### config.mk
export PLATFORM = sky130hd
export DESIGN_NAME = mem_wb_stage
export DESIGN_NICKNAME = d
export VERILOG_FILES = /design/src/rtl/mem_wb_stage.sv
export SDC_FILE = /design/constraint.sdc
export NUM_CORES = 1
export LEC_CHECK = 0
export ABC_CLOCK_PERIOD_IN_PS = 3910
export BUFFER_PORTS_ARGS = -buffer_cell sky130_fd_sc_hd__buf_4
export CAP_MARGIN = 20
export CORE_AREA = 2 2 209 211
export CTS_CLUSTER_SIZE = 25
export DETAILED_ROUTE_END_ITERATION = 6
export DIE_AREA = 0 0 211 213
export GPL_TIMING_DRIVEN = 1
export SYNTH_ARGS = -nofsm -noshare
export SYNTH_HDL_FRONTEND = slang
export SYNTH_SLANG_ARGS = --single-unit
### constraint.sdc
create_clock -name clk -period 3.91 [get_ports clk]
set_clock_uncertainty 0.15 [all_clocks]
set_input_delay 0 -clock clk [delete_from_list [all_inputs] [get_ports clk]]
set_output_delay 0 -clock clk [all_outputs]
set_load 0.005 [all_outputs]
### src/rtl/mem_wb_stage.sv
`default_nettype none
// ============================================================================
// Module      : mem_wb_stage
// Description : Memory-access stage. Resolves branches and jumps, runs a
//               req/ack data-memory access with timeout and misalignment
//               check, stalls upstream while busy and registers MEM/WB state.
// Revision    : 1.0 - initial release
// ============================================================================
module mem_wb_stage #(
    parameter int TIMEOUT = 16
) (
    input  logic        clk,
    input  logic        reset,
    input  logic [63:0] adderout_in,
    input  logic        zero_in,
    input  logic [63:0] alu_result_in,
    input  logic [63:0] writedata_in,
    input  logic [4:0]  rd_in,
    input  logic        branch_in,
    input  logic        memread_in,
    input  logic        memtoreg_in,
    input  logic        memwrite_in,
    input  logic        regwrite_in,
    input  logic        addermuxselect_in,
    output logic        pc_src,
    output logic [63:0] branch_target,
    output logic        flush_out,
    output logic        stall,
    output logic        dmem_req,
    output logic        dmem_we,
    output logic [63:0] dmem_addr,
    output logic [63:0] dmem_wdata,
    input  logic [63:0] dmem_rdata,
    input  logic        dmem_ack,
    output logic [63:0] wb_data,
    output logic [4:0]  wb_rd,
    output logic        wb_regwrite,
    output logic        exc_misaligned,
    output logic        exc_bus_timeout
);

    localparam logic [7:0] c_TIMEOUT = 8'(TIMEOUT);

    typedef enum logic [0:0] {
        S_IDLE = 1'b0,
        S_WAIT = 1'b1
    } state_t;

    state_t      state_q, state_d;
    logic [7:0]  count_q, count_d;
    logic [63:0] wb_data_q, wb_data_d;
    logic [4:0]  wb_rd_q, wb_rd_d;
    logic        wb_regwrite_q, wb_regwrite_d;
    logic        exc_mis_q, exc_mis_d;
    logic        exc_to_q, exc_to_d;

    logic w_access;
    logic w_misaligned;
    logic w_req;
    logic w_stall;
    logic w_timeout;

    assign w_access     = memread_in | memwrite_in;
    assign w_misaligned = w_access & (alu_result_in[2:0] != 3'b000);

    always_comb begin
        state_d   = state_q;
        count_d   = count_q;
        w_req     = 1'b0;
        w_stall   = 1'b0;
        w_timeout = 1'b0;
        case (state_q)
            S_IDLE: begin
                if (w_access && !w_misaligned) begin
                    w_req = 1'b1;
                    if (!dmem_ack) begin
                        w_stall = 1'b1;
                        state_d = S_WAIT;
                        count_d = 8'd1;
                    end
                end
            end
            S_WAIT: begin
                // Abandon the access once the wait budget is spent; the
                // instruction leaves the stage without a register write.
                if (count_q == c_TIMEOUT) begin
                    w_timeout = 1'b1;
                    state_d   = S_IDLE;
                    count_d   = 8'd0;
                end else begin
                    w_req = 1'b1;
                    if (dmem_ack) begin
                        state_d = S_IDLE;
                        count_d = 8'd0;
                    end else begin
                        w_stall = 1'b1;
                        count_d = count_q + 8'd1;
                    end
                end
            end
            default: begin
                state_d = S_IDLE;
                count_d = 8'd0;
            end
        endcase
        if (reset) begin
            state_d   = S_IDLE;
            count_d   = 8'd0;
            w_req     = 1'b0;
            w_stall   = 1'b0;
            w_timeout = 1'b0;
        end
    end

    // A stalled cycle inserts a bubble: write enable drops, data/rd hold.
    always_comb begin
        wb_data_d     = wb_data_q;
        wb_rd_d       = wb_rd_q;
        wb_regwrite_d = 1'b0;
        exc_mis_d     = 1'b0;
        exc_to_d      = 1'b0;
        if (reset) begin
            wb_data_d = 64'd0;
            wb_rd_d   = 5'd0;
        end else if (!w_stall) begin
            wb_rd_d       = rd_in;
            wb_data_d     = memtoreg_in ? dmem_rdata : alu_result_in;
            wb_regwrite_d = regwrite_in & ~w_misaligned & ~w_timeout;
            exc_mis_d     = w_misaligned & (state_q == S_IDLE);
            exc_to_d      = w_timeout;
        end
    end

    always_ff @(posedge clk) begin
        state_q       <= state_d;
        count_q       <= count_d;
        wb_data_q     <= wb_data_d;
        wb_rd_q       <= wb_rd_d;
        wb_regwrite_q <= wb_regwrite_d;
        exc_mis_q     <= exc_mis_d;
        exc_to_q      <= exc_to_d;
    end

    assign pc_src          = ~reset & ((branch_in & zero_in) | addermuxselect_in);
    assign flush_out       = pc_src;
    assign branch_target   = addermuxselect_in ? {alu_result_in[63:1], 1'b0} : adderout_in;
    assign stall           = w_stall;
    assign dmem_req        = w_req;
    assign dmem_we         = memwrite_in & ~memread_in;
    assign dmem_addr       = alu_result_in;
    assign dmem_wdata      = writedata_in;
    assign wb_data         = wb_data_q;
    assign wb_rd           = wb_rd_q;
    assign wb_regwrite     = wb_regwrite_q;
    assign exc_misaligned  = exc_mis_q;
    assign exc_bus_timeout = exc_to_q;

endmodule
`default_nettype wire

# Yosys cells after proc, flatten, opt, wreduce, memory -nomap -nowiden
# Index checks and enable logic that the tools add are counted.
[totals] regBits=81 input_bits=271 out_inout_bits=269 elab_cells=49
[classes] addsub=1 eq_ne=3 n_mux=19 n_bitwise=14 reduce_logical=5
[op_table] op="$mux 64" n=2
[op_table] op="$mux 8" n=4
[op_table] op="$pmux 8 s2" n=1
[op_table] op="$mux 1" n=10
[op_table] op="$add 8x1->8 const B" n=1
[op_table] op="$eq 8x5->1 const B" n=1
[op_table] op="$and 1x1->1" n=7
[op_table] op="$not 1->1" n=5
[op_table] op="$ne 2x2->1 const B" n=2
[op_table] op="$pmux 1 s2" n=2
[op_table] op="$reduce_bool 3->1" n=1
[op_table] op="$or 1x1->1" n=2
[op_table] op="$reduce_and 2->1" n=1
[op_table] op="$reduce_or 2->1" n=1
[op_table] op="$logic_and 1x1->1" n=1
[op_table] op="$logic_not 1->1" n=1

# Logic depth before layout (Yosys ltp)
# Gate-level depths: netlist (run 1).
[depth] word_depth=8 depth_mapped=8 mapped_depth_nobuf=6

# Least setup slack after synthesis (run 1)
# OpenSTA, ideal clock, no wires.
[synth_timing] path_kind="register to register" start="reg count_q[0]" end="reg wb_data_q[40], in the netlist wb_data[40]" setup_time_ns=0.086 t_arrival_ns=1.792 slack_ns=1.882 stages_incl_launch_ff=9 path_buffers=2 synth_period_minus_slack_ns=2.028 cell_sequence="dfxtp_1 inv_1 ha_1 or4b_1 o21ai_1 buf_2 buf_2 a21oi_1 a211oi_1"
[synth_via] elab_chain_len=4
[synth_rtl] item="from (decl)" line_no="50" rtl="logic [7:0] count_q, count_d;"
[synth_rtl] item="from (signal assigned)" line_no="136" rtl="count_q <= count_d;"
[synth_rtl] item="$eq 8x5->1" line_no="86" rtl="if (count_q == c_TIMEOUT) begin"
[synth_rtl] item="$mux 1" line_no="86"
[synth_rtl] item="$pmux 1 s2" line_no="72" rtl="case (state_q)"
[synth_rtl] item="$mux 1"
[synth_rtl] item="to (signal assigned)" line_no="137" rtl="wb_data_q <= wb_data_d;"
[synth_rtl] item="to (decl)" line_no="51" rtl="logic [63:0] wb_data_q, wb_data_d;"
# Every way passes these cells.
# A chain may end at the register's enable or synchronous reset.

# Worst setup path in the final report (run 1)
[layout_timing] start="reg count_q[0]" end="reg wb_data_q[62], in the netlist wb_data[62]"
# The elaborated chain is that of the path after synthesis.

==> reports/qor.json, run 1 <==
{
  "status": {"value": "finished, final reports clean"},
  "critical-path-top-delay-family": {"value": "buffers and inverters"},
  "clkSlewWorstSetupHoldPaths": {"value": 0.07, "unit": "ns"},
  "total_power": {"value": 2.67, "unit": "mW"},
  "clk_path_buf_depth": {"value": 2},
  "design.portCount": {"value": 540},
  "total_number_of_h_tree_levels": {"value": 3},
  "via_count": {"value": 6171},
  "drive_gt1_frac": {"value": 0.512},
  "drv_slew": {"value": 0},
  "synth.net_count": {"value": 865},
  "grt_max_degree": {"value": 66},
  "cp_cell_sequence": {"value": "inv_1 > ha_1 > or4b_1 > o21ai_4 > buf_4 > a21oi_1 > a211oi_2 > dlygate4sd3_1"},
  "chipHeight": {"value": 213, "unit": "um"},
  "post-route-cell-area": {"value": 10900, "unit": "sq um"},
  "floorplan.die.width": {"value": 211, "unit": "um"},
  "critical_path.startpoint_type": {"value": "register"},
  "row_count": {"value": 76},
  "crit_path_max_incr_delay": {"value": 0.62, "unit": "ns"},
  "placed_area": {"value": 8370, "unit": "sq um"},
  "die_area": {"value": 44900, "unit": "sq um"},
  "crit_fanout": {"value": 65},
  "cp_data_arrival_time": {"value": 3.25, "unit": "ns"},
  "cp.required": {"value": 4.06, "unit": "ns"},
  "power.density_cell_area": {"value": 245, "unit": "nW/um^2"},
  "first_global_vias": {"value": 6193},
  "register_area": {"value": 1620, "unit": "sq um"},
  "cts_made_buffers": {"value": 9},
  "totalWireLength": {"value": 24200, "unit": "um"},
  "critPathCaptureType": {"value": "register"},
  "post_synthesis_instance_area": {"value": 5730, "unit": "sq um"},
  "synth.largest_area_cell": {"value": "sky130_fd_sc_hd__dfxtp_1"},
  "drt_first_pass_iters": {"value": 4},
  "post-route-min-period": {"value": 3.10, "unit": "ns"},
  "dominantRegCellSynth": {"value": "sky130_fd_sc_hd__dfxtp_1"},
  "slowest_stage": {"value": "sky130_fd_sc_hd__buf_4"},
  "n_antenna_cell": {"value": 0},
  "area_of_combinational_cells_with_multiple_inputs": {"value": 2900, "unit": "sq um"},
  "leakage": {"value": 4.86, "unit": "nW"},
  "synthesis.yosys.warnings": {"value": 0},
  "fillers": {"value": 4485},
  "global_route_wire_length_before_repair": {"value": 34100, "unit": "um"},
  "timing.slew.headroom": {"value": 0.366},
  "timing.max_cap.violations": {"value": 0},
  "synth.top_cell.area_share": {"value": 0.283},
  "finalWeightedCongestion": {"value": 0.727},
  "synth-seq-area-share": {"value": 0.283},
  "number_of_drc_markers_in_iteration_0": {"value": 201},
  "initial_util": {"value": 0.134},
  "timing.fmax": {"value": 322, "unit": "MHz"},
  "design.core.area": {"value": 42700, "unit": "sq um"},
  "synth.ff_latch_count": {"value": 81},
  "hp-class": {"value": "in -> out"},
  "hold_violations": {"value": 0},
  "critical_path_class": {"value": "reg -> reg"},
  "clock-root-buffer": {"value": "sky130_fd_sc_hd__clkbuf_16"},
  "fin_setup_tns": {"value": 0, "unit": "ns"},
  "peak_ir_drop_on_the_vdd_network": {"value": 0.138, "unit": "mV"},
  "sum_of_buffers_and_inverters_on_the_critical_path": {"value": 3},
  "grtUsageTotal": {"value": 0.0991},
  "yosys-top-cells-area": {"value": "sky130_fd_sc_hd__dfxtp_1 28%, sky130_fd_sc_hd__buf_4 17%, sky130_fd_sc_hd__mux2_2 12%"},
  "worst-slew-pin-transition": {"value": 0.950, "unit": "ns"},
  "place_hpwl": {"value": 16400, "unit": "um"},
  "globalRouteOverflowTotal": {"value": 0},
  "clock_insertion_delay_worst_skew": {"value": 0.36, "unit": "ns"},
  "tritoncts": {"value": "built"},
  "viasPerCell": {"value": 3.80},
  "antenna_violating_nets_post_route": {"value": 0},
  "routedWlPerCell": {"value": 14.9, "unit": "um"},
  "synth.cells.most_frequent": {"value": "129 x sky130_fd_sc_hd__buf_4, 81 x sky130_fd_sc_hd__dfxtp_1, 73 x sky130_fd_sc_hd__a21oi_1, 70 x sky130_fd_sc_hd__mux2i_1, 63 x sky130_fd_sc_hd__mux2_2"},
  "synthDistinctLibCells": {"value": 34},
  "grt_antenna_before_repair": {"value": 0},
  "area.growth.synth_to_final": {"value": 90.2, "unit": "%"},
  "tritoncts_num_sinks": {"value": 81},
  "post_synth_edffs": {"value": 0},
  "finalNetCount": {"value": 1344},
  "rsz_0062_raised_after_global_routing": {"value": "no"},
  "netlist_instances": {"value": 592},
  "yosys.cell_count.top_type": {"value": "sky130_fd_sc_hd__buf_4"},
  "synthesis.area_per_instance": {"value": 9.67, "unit": "sq um"},
  "numPortBuffers": {"value": 411},
  "drcViolationCount": {"value": 0},
  "synth-async-reset-ratio": {"value": 0},
  "timing.final.crit_share": {"value": 0.793},
  "timing.final.setup_violations": {"value": 0}
}
worst paths after layout:
kind | slack (ns) | startpoint | depth (start not counted) | to
max | 0.81 | count_q[0] | 8 | wb_data[62]
max reg2reg | 0.81 | count_q[0] | 8 | wb_data[62]
min reg2reg | 0.33 | count_q[7] | 2 | count_q[7]
min | 0.03 | alu_result_in[29] | 2 | dmem_addr[29]
report_power, final:
group / internal [mW] / leakage, nW / switching [mW]
logic: 0.600 / 4.07 / 0.329
registers: 0.883 / 0.672 / 0.0319
clock network: 0.433 / 0.120 / 0.394
layout by cell type, fill, tap and decap left out, types with 2 or more instances in the layout:
master,synthesis,final
sky130_fd_sc_hd__a211oi_1,15,15
sky130_fd_sc_hd__a211oi_2,49,49
sky130_fd_sc_hd__a21o_1,2,2
sky130_fd_sc_hd__a21oi_1,73,73
sky130_fd_sc_hd__buf_4,129,416
sky130_fd_sc_hd__clkbuf_16,0,9
sky130_fd_sc_hd__clkinvlp_4,0,5
sky130_fd_sc_hd__dfxtp_1,81,81
sky130_fd_sc_hd__dlygate4sd3_1,0,224
sky130_fd_sc_hd__ha_1,2,2
sky130_fd_sc_hd__inv_1,7,7
sky130_fd_sc_hd__mux2_2,63,63
sky130_fd_sc_hd__mux2i_1,70,70
sky130_fd_sc_hd__nand2_1,5,5
sky130_fd_sc_hd__nand2b_1,10,10
sky130_fd_sc_hd__nand3_1,2,2
sky130_fd_sc_hd__nor2_1,6,6
sky130_fd_sc_hd__nor2b_1,3,3
sky130_fd_sc_hd__nor3_1,2,2
sky130_fd_sc_hd__nor3b_1,2,2
sky130_fd_sc_hd__o21ai_0,8,8
sky130_fd_sc_hd__or3_1,7,7
final cells by class:
| type | count | share of cell area |
|---|---|---|
| tap | 546 | 0.0627 |
| multi-input combinational | 331 | 0.266 |
| clock buffer | 9 | 0.0207 |
| inverter | 7 | 0.00241 |
| clock inverter | 7 | 0.00505 |
| timing repair buffer | 641 | 0.494 |
| sequential | 81 | 0.149 |
state kept, by name (all words and copies together) (netlist names):
| register | cells |
|---|---|
| count_q | 8 |
| exc_bus_timeout | 1 |
| exc_misaligned | 1 |
| state_q | 1 |
| wb_data | 64 |
| wb_rd | 5 |
| wb_regwrite | 1 |
timing repair:
action,in CTS,in global routing
hold endpoints to repair,138,0
hold buffers,224,0
gates resized for setup,0,0
buffers inserted,0,0
layer usage:
layer,global-route usage,vias to the layer above,part of all wire
met5,0,-,0
met4,0.0321,0,0.012
met3,0.0218,12,0.055
met2,0.192,260,0.55
met1,0.105,2938,0.38
li1,-,2961,-
cells by family after synthesis:
kind of cell | count (synthesis) | synth area share
buffers and inverters | 180 | 0.213
adder cells (fa/ha/maj) | 2 | 0.00437
AO/OA/AOI/OAI | 151 | 0.205
multiplexers | 133 | 0.246
AND/OR/NAND/NOR | 45 | 0.0476
flip-flops | 81 | 0.283
through the flow:
stage	worst slack (ns)	hold WS, ns	instances	util
finish	0.809	0.0334	1622	0.255
floorplan	1.88	-0.120	592	-
detailed placement	1.15	-0.150	1382	0.196
global route	0.623	0.0382	1622	0.255
global placement	1.22	-0.150	1382	0.196
CTS	0.841	0.0328	1622	0.255
worst register-to-register path: cells and delay by family, from the launching register on:
| kind | cells | cell delay, ns |
|---|---|---|
| AND/OR/NAND/NOR | 1 | 0.53 |
| flip-flops | 1 | 0.34 |
| AO/OA/AOI/OAI | 3 | 0.63 |
| buffers and inverters | 3 | 1.25 |
| adder cells (fa/ha/maj) | 1 | 0.13 |
Power figures use the tool's default switching activity.
==> run 2: changes to the inputs <==
--- a/config.mk
+++ b/config.mk
@@ -5,13 +5,13 @@
 export SDC_FILE = /design/constraint.sdc
 export NUM_CORES = 1
 export LEC_CHECK = 0
-export ABC_CLOCK_PERIOD_IN_PS = 3910
+export ABC_CLOCK_PERIOD_IN_PS = 2600
 export BUFFER_PORTS_ARGS = -buffer_cell sky130_fd_sc_hd__buf_4
 export CAP_MARGIN = 20
-export CORE_AREA = 2 2 209 211
+export CORE_AREA = 2 2 212 214
 export CTS_CLUSTER_SIZE = 25
 export DETAILED_ROUTE_END_ITERATION = 6
-export DIE_AREA = 0 0 211 213
+export DIE_AREA = 0 0 214 216
 export GPL_TIMING_DRIVEN = 1
 export SYNTH_ARGS = -nofsm -noshare
 export SYNTH_HDL_FRONTEND = slang
==> constraint.sdc (replaced) <==
create_clock -name clk -period 2.6 [get_ports clk]
set_clock_uncertainty 0.15 [all_clocks]
set_input_delay 0 -clock clk [delete_from_list [all_inputs] [get_ports clk]]
set_output_delay 0 -clock clk [all_outputs]
set_load 0.005 [all_outputs]
==> reports/qor.json, run 2 (synthesis results as in run 1) <==
{
  "cp.required": {"value": 2.45, "unit": "ns"},
  "antenna_violating_nets_post_route": {"value": 0},
  "largest_reg_flops": {"value": 64},
  "sum_of_buffers_and_inverters_on_the_critical_path": {"value": 3},
  "tritoncts_num_sinks": {"value": 81},
  "timing.fmax": {"value": 406, "unit": "MHz"},
  "status": {"value": "finished, final reports clean"},
  "slowest_stage": {"value": "sky130_fd_sc_hd__or4b_4"},
  "critPathCaptureType": {"value": "output pin"},
  "worst_r2r_end": {"value": "wb_data[60]"},
  "power.sequential.fraction": {"value": 0.338},
  "intPower": {"value": 2.98, "unit": "mW"},
  "worstSetupStartpoint": {"value": "count_q[1]"},
  "total_number_of_h_tree_levels": {"value": 3},
  "power_switching_share": {"value": 0.269},
  "critical_path_class": {"value": "reg -> out"},
  "clk_path_buf_depth": {"value": 2},
  "min-delay-start": {"value": "alu_result_in[41]"},
  "die_area": {"value": 46200, "unit": "sq um"},
  "routedWlPerCell": {"value": 15.0, "unit": "um"},
  "p_sw": {"value": 1.10, "unit": "mW"},
  "grt_antenna_before_repair": {"value": 0},
  "cts_made_buffers": {"value": 9},
  "hold_violations": {"value": 0},
  "finalWeightedCongestion": {"value": 0.820},
  "chipHeight": {"value": 216, "unit": "um"},
  "cp_num_cells": {"value": 8},
  "cp_data_arrival_time": {"value": 2.31, "unit": "ns"},
  "initial_util": {"value": 0.131},
  "clock-root-buffer": {"value": "sky130_fd_sc_hd__clkbuf_16"},
  "totalWireLength": {"value": 24700, "unit": "um"},
  "timing.final.crit_share": {"value": 0.947},
  "row_count": {"value": 77},
  "rsz_0062_raised_after_global_routing": {"value": "no"},
  "design.portCount": {"value": 540},
  "crit-reg2reg-launch": {"value": "count_q[1]"},
  "global_route_wire_length_before_repair": {"value": 36300, "unit": "um"},
  "leakage": {"value": 4.81, "unit": "nW"},
  "finalNetCount": {"value": 1328},
  "grtUsageTotal": {"value": 0.101},
  "crit_fanout": {"value": 30},
  "timing.max_cap.violations": {"value": 0},
  "tritoncts": {"value": "built"},
  "clkSlewWorstSetupHoldPaths": {"value": 0.06, "unit": "ns"},
  "drive_gt1_frac": {"value": 0.522},
  "place_hpwl": {"value": 17400, "unit": "um"},
  "grt_max_degree": {"value": 66},
  "first_global_vias": {"value": 6490},
  "leading_cell_type_in_the_layout_fill_and_taps_excluded": {"value": "sky130_fd_sc_hd__buf_4"},
  "timing.reg2reg.worst_path_depth": {"value": 7},
  "drt_first_pass_iters": {"value": 4},
  "power.density_cell_area": {"value": 376, "unit": "nW/um^2"},
  "mostFrequentLayoutCells": {"value": "415 x sky130_fd_sc_hd__buf_4, 206 x sky130_fd_sc_hd__dlygate4sd3_1, 81 x sky130_fd_sc_hd__dfxtp_1"},
  "power_frac_clock": {"value": 0.324},
  "n_antenna_cell": {"value": 0},
  "drv_slew": {"value": 0},
  "ff2ff_setup_slack": {"value": 0.37, "unit": "ns"},
  "drcViolationCount": {"value": 0},
  "timing.slew.headroom": {"value": 0.362},
  "globalRouteOverflowTotal": {"value": 0},
  "floorplan.die.width": {"value": 214, "unit": "um"},
  "timing.final.setup_violations": {"value": 0},
  "area.growth.synth_to_final": {"value": 89.4, "unit": "%"},
  "clock_insertion_delay_worst_skew": {"value": 0.36, "unit": "ns"},
  "power.combinational.fraction": {"value": 0.338},
  "post-route-min-period": {"value": 2.46, "unit": "ns"},
  "fillers": {"value": 4675},
  "worst_hold_slack": {"value": 0.0344, "unit": "ns"},
  "cp_cell_sequence": {"value": "inv_1 > ha_1 > or4b_4 > o21ai_4 > and2_4 > buf_12 > nor2_1 > buf_4"},
  "number_of_setup_buffers_added_after_cts": {"value": 0},
  "worst-slew-pin-transition": {"value": 0.957, "unit": "ns"},
  "number_of_drc_markers_in_iteration_0": {"value": 194},
  "total_power": {"value": 4.08, "unit": "mW"},
  "design.core.area": {"value": 43800, "unit": "sq um"},
  "fin_setup_tns": {"value": 0, "unit": "ns"},
  "peak_ir_drop_on_the_vdd_network": {"value": 0.200, "unit": "mV"},
  "numPortBuffers": {"value": 411},
  "via_count": {"value": 6115},
  "crit_path_max_incr_delay": {"value": 0.50, "unit": "ns"},
  "hp-class": {"value": "in -> out"},
  "viasPerCell": {"value": 3.70},
  "crit_path_end": {"value": "stall"},
  "critical-path-top-delay-family": {"value": "simple AND/OR/NAND/NOR gates"},
  "critical_path.startpoint_type": {"value": "register"}
}
## run 2: changes by cell type in the layout (fill, tap and decap cells not counted), moves of 2 or more
| cell | previous run | this run |
|---|---|---|
| sky130_fd_sc_hd__clkinv_2 | 0 | 2 |
| sky130_fd_sc_hd__clkinvlp_4 | 5 | 2 |
| sky130_fd_sc_hd__buf_12 | 1 | 4 |
| sky130_fd_sc_hd__dlygate4sd3_1 | 224 | 206 |
## run 2: worst min path at each step
stage                                to  cells past startpoint
after CTS                 dmem_addr[41]                      2
final                     dmem_addr[41]                      2
after global placement    dmem_wdata[1]                      0
after global routing      dmem_addr[34]                      2
after detailed placement  dmem_wdata[1]                      0
after floorplan                 dmem_we                      1
## run 2: what timing repair did
action | in CTS | in global routing
setup endpoints to repair | 0 | 1
hold buffers | 206 | 0
endpoints found under the hold margin | 137 | 0
resized for setup | 0 | 1
## run 2: cell type report
cell class                      instances  area, sq um  area share
Tap cell                              592          741      0.0683
Clock inverter                          5         55.1     0.00508
Timing Repair Buffer                  625         5260       0.485
Inverter                                7         26.3     0.00242
Multi-Input combinational cell        331         2900       0.267
Clock buffer                           11          243      0.0224
Sequential cell                        81         1620       0.150
## run 2: power by group through the flow
stage	clock [mW]	combinational [mW]	sequential, mW
final	1.32	1.38	1.38
after global routing	1.45	1.47	1.39
after global placement	0	1.07	1.40
after floorplan	0	0.528	1.40
after detailed placement	0	1.09	1.40
after CTS	1.41	1.38	1.38
## run 2: metrics by stage
stage	setup slack, ns	cells	area, sq um	util
floorplan	0.572	592	5730	-
global placement	0.402	1430	8480	0.193
detailed placement	0.299	1430	8480	0.193
CTS	0.0212	1652	10800	0.247
global route	0.00584	1652	10800	0.247
finish	0.137	1652	10800	0.247
## run 2: routing by layer
metal  wire length [um]  vias to the layer above  track usage
li1                   -                     2921            -
met1               9940                     2889        0.113
met2              12500                      274        0.180
met3               1640                       31       0.0271
met4                668                        0       0.0445
met5                  0                        -            0
==> run 3: changes to the inputs <==
--- a/config.mk
+++ b/config.mk
@@ -6,7 +6,7 @@
 export NUM_CORES = 1
 export LEC_CHECK = 0
 export ABC_CLOCK_PERIOD_IN_PS = 2600
-export BUFFER_PORTS_ARGS = -buffer_cell sky130_fd_sc_hd__buf_4
+export BUFFER_PORTS_ARGS = -buffer_cell sky130_fd_sc_hd__buf_2
 export CAP_MARGIN = 20
 export CORE_AREA = 2 2 212 214
 export CTS_CLUSTER_SIZE = 25
==> reports/qor.json, run 3 (synthesis results as in run 1) <==
{
  "design.core.area": {"value": 43800, "unit": "sq um"},
  "routedWlPerCell": {"value": 15.3, "unit": "um"},
  "n_antenna_cell": {"value": 0},
  "row_count": {"value": 77},
  "die_area": {"value": 46200, "unit": "sq um"},
  "number_of_drc_markers_in_iteration_0": {"value": 241},
  "fin_setup_tns": {"value": 0, "unit": "ns"},
  "leading_cell_type_in_the_layout_fill_and_taps_excluded": {"value": "sky130_fd_sc_hd__buf_2"},
  "intPower": {"value": 2.89, "unit": "mW"},
  "hp-class": {"value": "in -> out"},
  "crit_path_max_incr_delay": {"value": 0.50, "unit": "ns"},
  "post-route-min-period": {"value": 2.45, "unit": "ns"},
  "critical_path.startpoint_type": {"value": "register"},
  "crit_fanout": {"value": 22},
  "leakage": {"value": 4.53, "unit": "nW"},
  "grt_antenna_before_repair": {"value": 0},
  "drcViolationCount": {"value": 0},
  "hold_violations": {"value": 0},
  "worst-slew-pin-transition": {"value": 0.999, "unit": "ns"},
  "p_sw": {"value": 1.11, "unit": "mW"},
  "total_number_of_h_tree_levels": {"value": 3},
  "clk_path_buf_depth": {"value": 2},
  "totalWireLength": {"value": 25200, "unit": "um"},
  "area.growth.synth_to_final": {"value": 72.6, "unit": "%"},
  "clock-root-buffer": {"value": "sky130_fd_sc_hd__clkbuf_16"},
  "numPortBuffers": {"value": 411},
  "power_switching_share": {"value": 0.277},
  "critical_path_class": {"value": "reg -> out"},
  "timing.reg2reg.worst_path_depth": {"value": 8},
  "initial_util": {"value": 0.131},
  "tritoncts": {"value": "built"},
  "power.sequential.fraction": {"value": 0.344},
  "largest_reg_flops": {"value": 64},
  "cp_data_arrival_time": {"value": 2.30, "unit": "ns"},
  "rsz_0062_raised_after_global_routing": {"value": "no"},
  "placed_cells": {"value": 1430},
  "timing.final.setup_violations": {"value": 0},
  "cp_cell_sequence": {"value": "inv_1 > ha_1 > or4b_4 > o21ai_4 > and2_4 > buf_16 > nor2_1 > buf_2"},
  "finalNetCount": {"value": 1329},
  "cts_made_buffers": {"value": 9},
  "power_frac_clock": {"value": 0.360},
  "drt_first_pass_iters": {"value": 5},
  "timing.final.crit_share": {"value": 0.942},
  "antenna_violating_nets_post_route": {"value": 0},
  "chipHeight": {"value": 216, "unit": "um"},
  "grt_max_degree": {"value": 66},
  "drive_gt1_frac": {"value": 0.522},
  "slowest_stage": {"value": "sky130_fd_sc_hd__or4b_4"},
  "timing.max_cap.violations": {"value": 0},
  "finalWeightedCongestion": {"value": 0.819},
  "critPathCaptureType": {"value": "output pin"},
  "globalRouteOverflowTotal": {"value": 0},
  "power.combinational.fraction": {"value": 0.296},
  "drv_slew": {"value": 0},
  "mostFrequentLayoutCells": {"value": "408 x sky130_fd_sc_hd__buf_2, 205 x sky130_fd_sc_hd__dlygate4sd3_1, 81 x sky130_fd_sc_hd__dfxtp_1"},
  "via_count": {"value": 6174},
  "whs_path_depth": {"value": 2},
  "grt_util_met1": {"value": 0.110},
  "grtUsageTotal": {"value": 0.103},
  "place_hpwl": {"value": 17000, "unit": "um"},
  "clock_insertion_delay_worst_skew": {"value": 0.37, "unit": "ns"},
  "fraction_of_met3_tracks_used_by_global_routing": {"value": 0.0261},
  "timing.slew.headroom": {"value": 0.334},
  "post_layout_nonfiller_instances": {"value": 1653},
  "timing.fmax": {"value": 408, "unit": "MHz"},
  "global_route_wire_length_before_repair": {"value": 36100, "unit": "um"},
  "design.portCount": {"value": 540},
  "cp.required": {"value": 2.45, "unit": "ns"},
  "clkSlewWorstSetupHoldPaths": {"value": 0.06, "unit": "ns"},
  "first_global_vias": {"value": 6352},
  "floorplan.die.width": {"value": 214, "unit": "um"},
  "grt_util_met2": {"value": 0.186},
  "peak_ir_drop_on_the_vdd_network": {"value": 0.210, "unit": "mV"},
  "status": {"value": "finished, final reports clean"},
  "viasPerCell": {"value": 3.74},
  "tritoncts_num_sinks": {"value": 81},
  "grt_busiest_layer": {"value": "met2"},
  "power.density_cell_area": {"value": 404, "unit": "nW/um^2"}
}
-- run 3: per-stage QoR --
step	utilization	setup slack (ns)	total power, mW	cell area (sq um)	hold WS, ns
6_report	0.225	0.151	4.00	9880	0.0434
5_1_grt	0.225	0.0245	4.20	9880	0.0492
4_1_cts	0.225	0.0270	4.06	9870	0.0250
3_5_place_dp	0.170	0.302	2.28	7460	-0.150
3_3_place_gp	0.170	0.406	2.27	7460	-0.150
2_1_floorplan	-	0.572	1.93	5730	-0.120
-- run 3: layout make-up --
cell class,instances,area [sq um]
clock buffer,12,246
inverter,7,26.3
clock inverter,4,76.3
tap,592,741
multi-input combinational,331,2900
timing repair buffer,626,4270
fill,4705,34000
sequential,81,1620
-- run 3: power by group through the flow --
stage	combinational [mW]	clock, mW	sequential, mW
after floorplan	0.528	0	1.40
after global placement	0.865	0	1.40
after detailed placement	0.879	0	1.40
after CTS	1.17	1.52	1.37
after global routing	1.27	1.54	1.38
final	1.18	1.44	1.37
-- run 3: path summary, 6_finish.rpt --
| check | endpoint | slack, ns | start |
|---|---|---|---|
| worst min-delay path | dmem_addr[34] | 0.04 | alu_result_in[34] |
| worst min register to register | wb_rd[3] | 0.33 | wb_rd[3] |
| worst max-delay path | stall | 0.15 | count_q[0] |
| worst max register to register | wb_data[23] | 0.25 | count_q[0] |
-- run 3: layer usage --
metal  part of all wire  vias to the layer above
li1                   -                     2934
met1               0.38                     2891
met2               0.52                      312
met3              0.066                       37
met4              0.032                        0
met5                  0                        -
-- run 3: what timing repair did --
item,CTS,global route
hold buffers,205,0
pin swaps,0,0
setup buffers,0,1
hold endpoints to repair,137,0
resized for setup,1,1
endpoints found under the setup margin,1,1
gates cloned,1,0
-- run 3: worst max-delay path, delay by kind of cell, from the launching register on --
family	cells	cell delay, ns
flops	1	0.34
buf+inv	3	0.43
compound gates	1	0.22
fa+ha+maj	1	0.14
simple gates	3	0.80
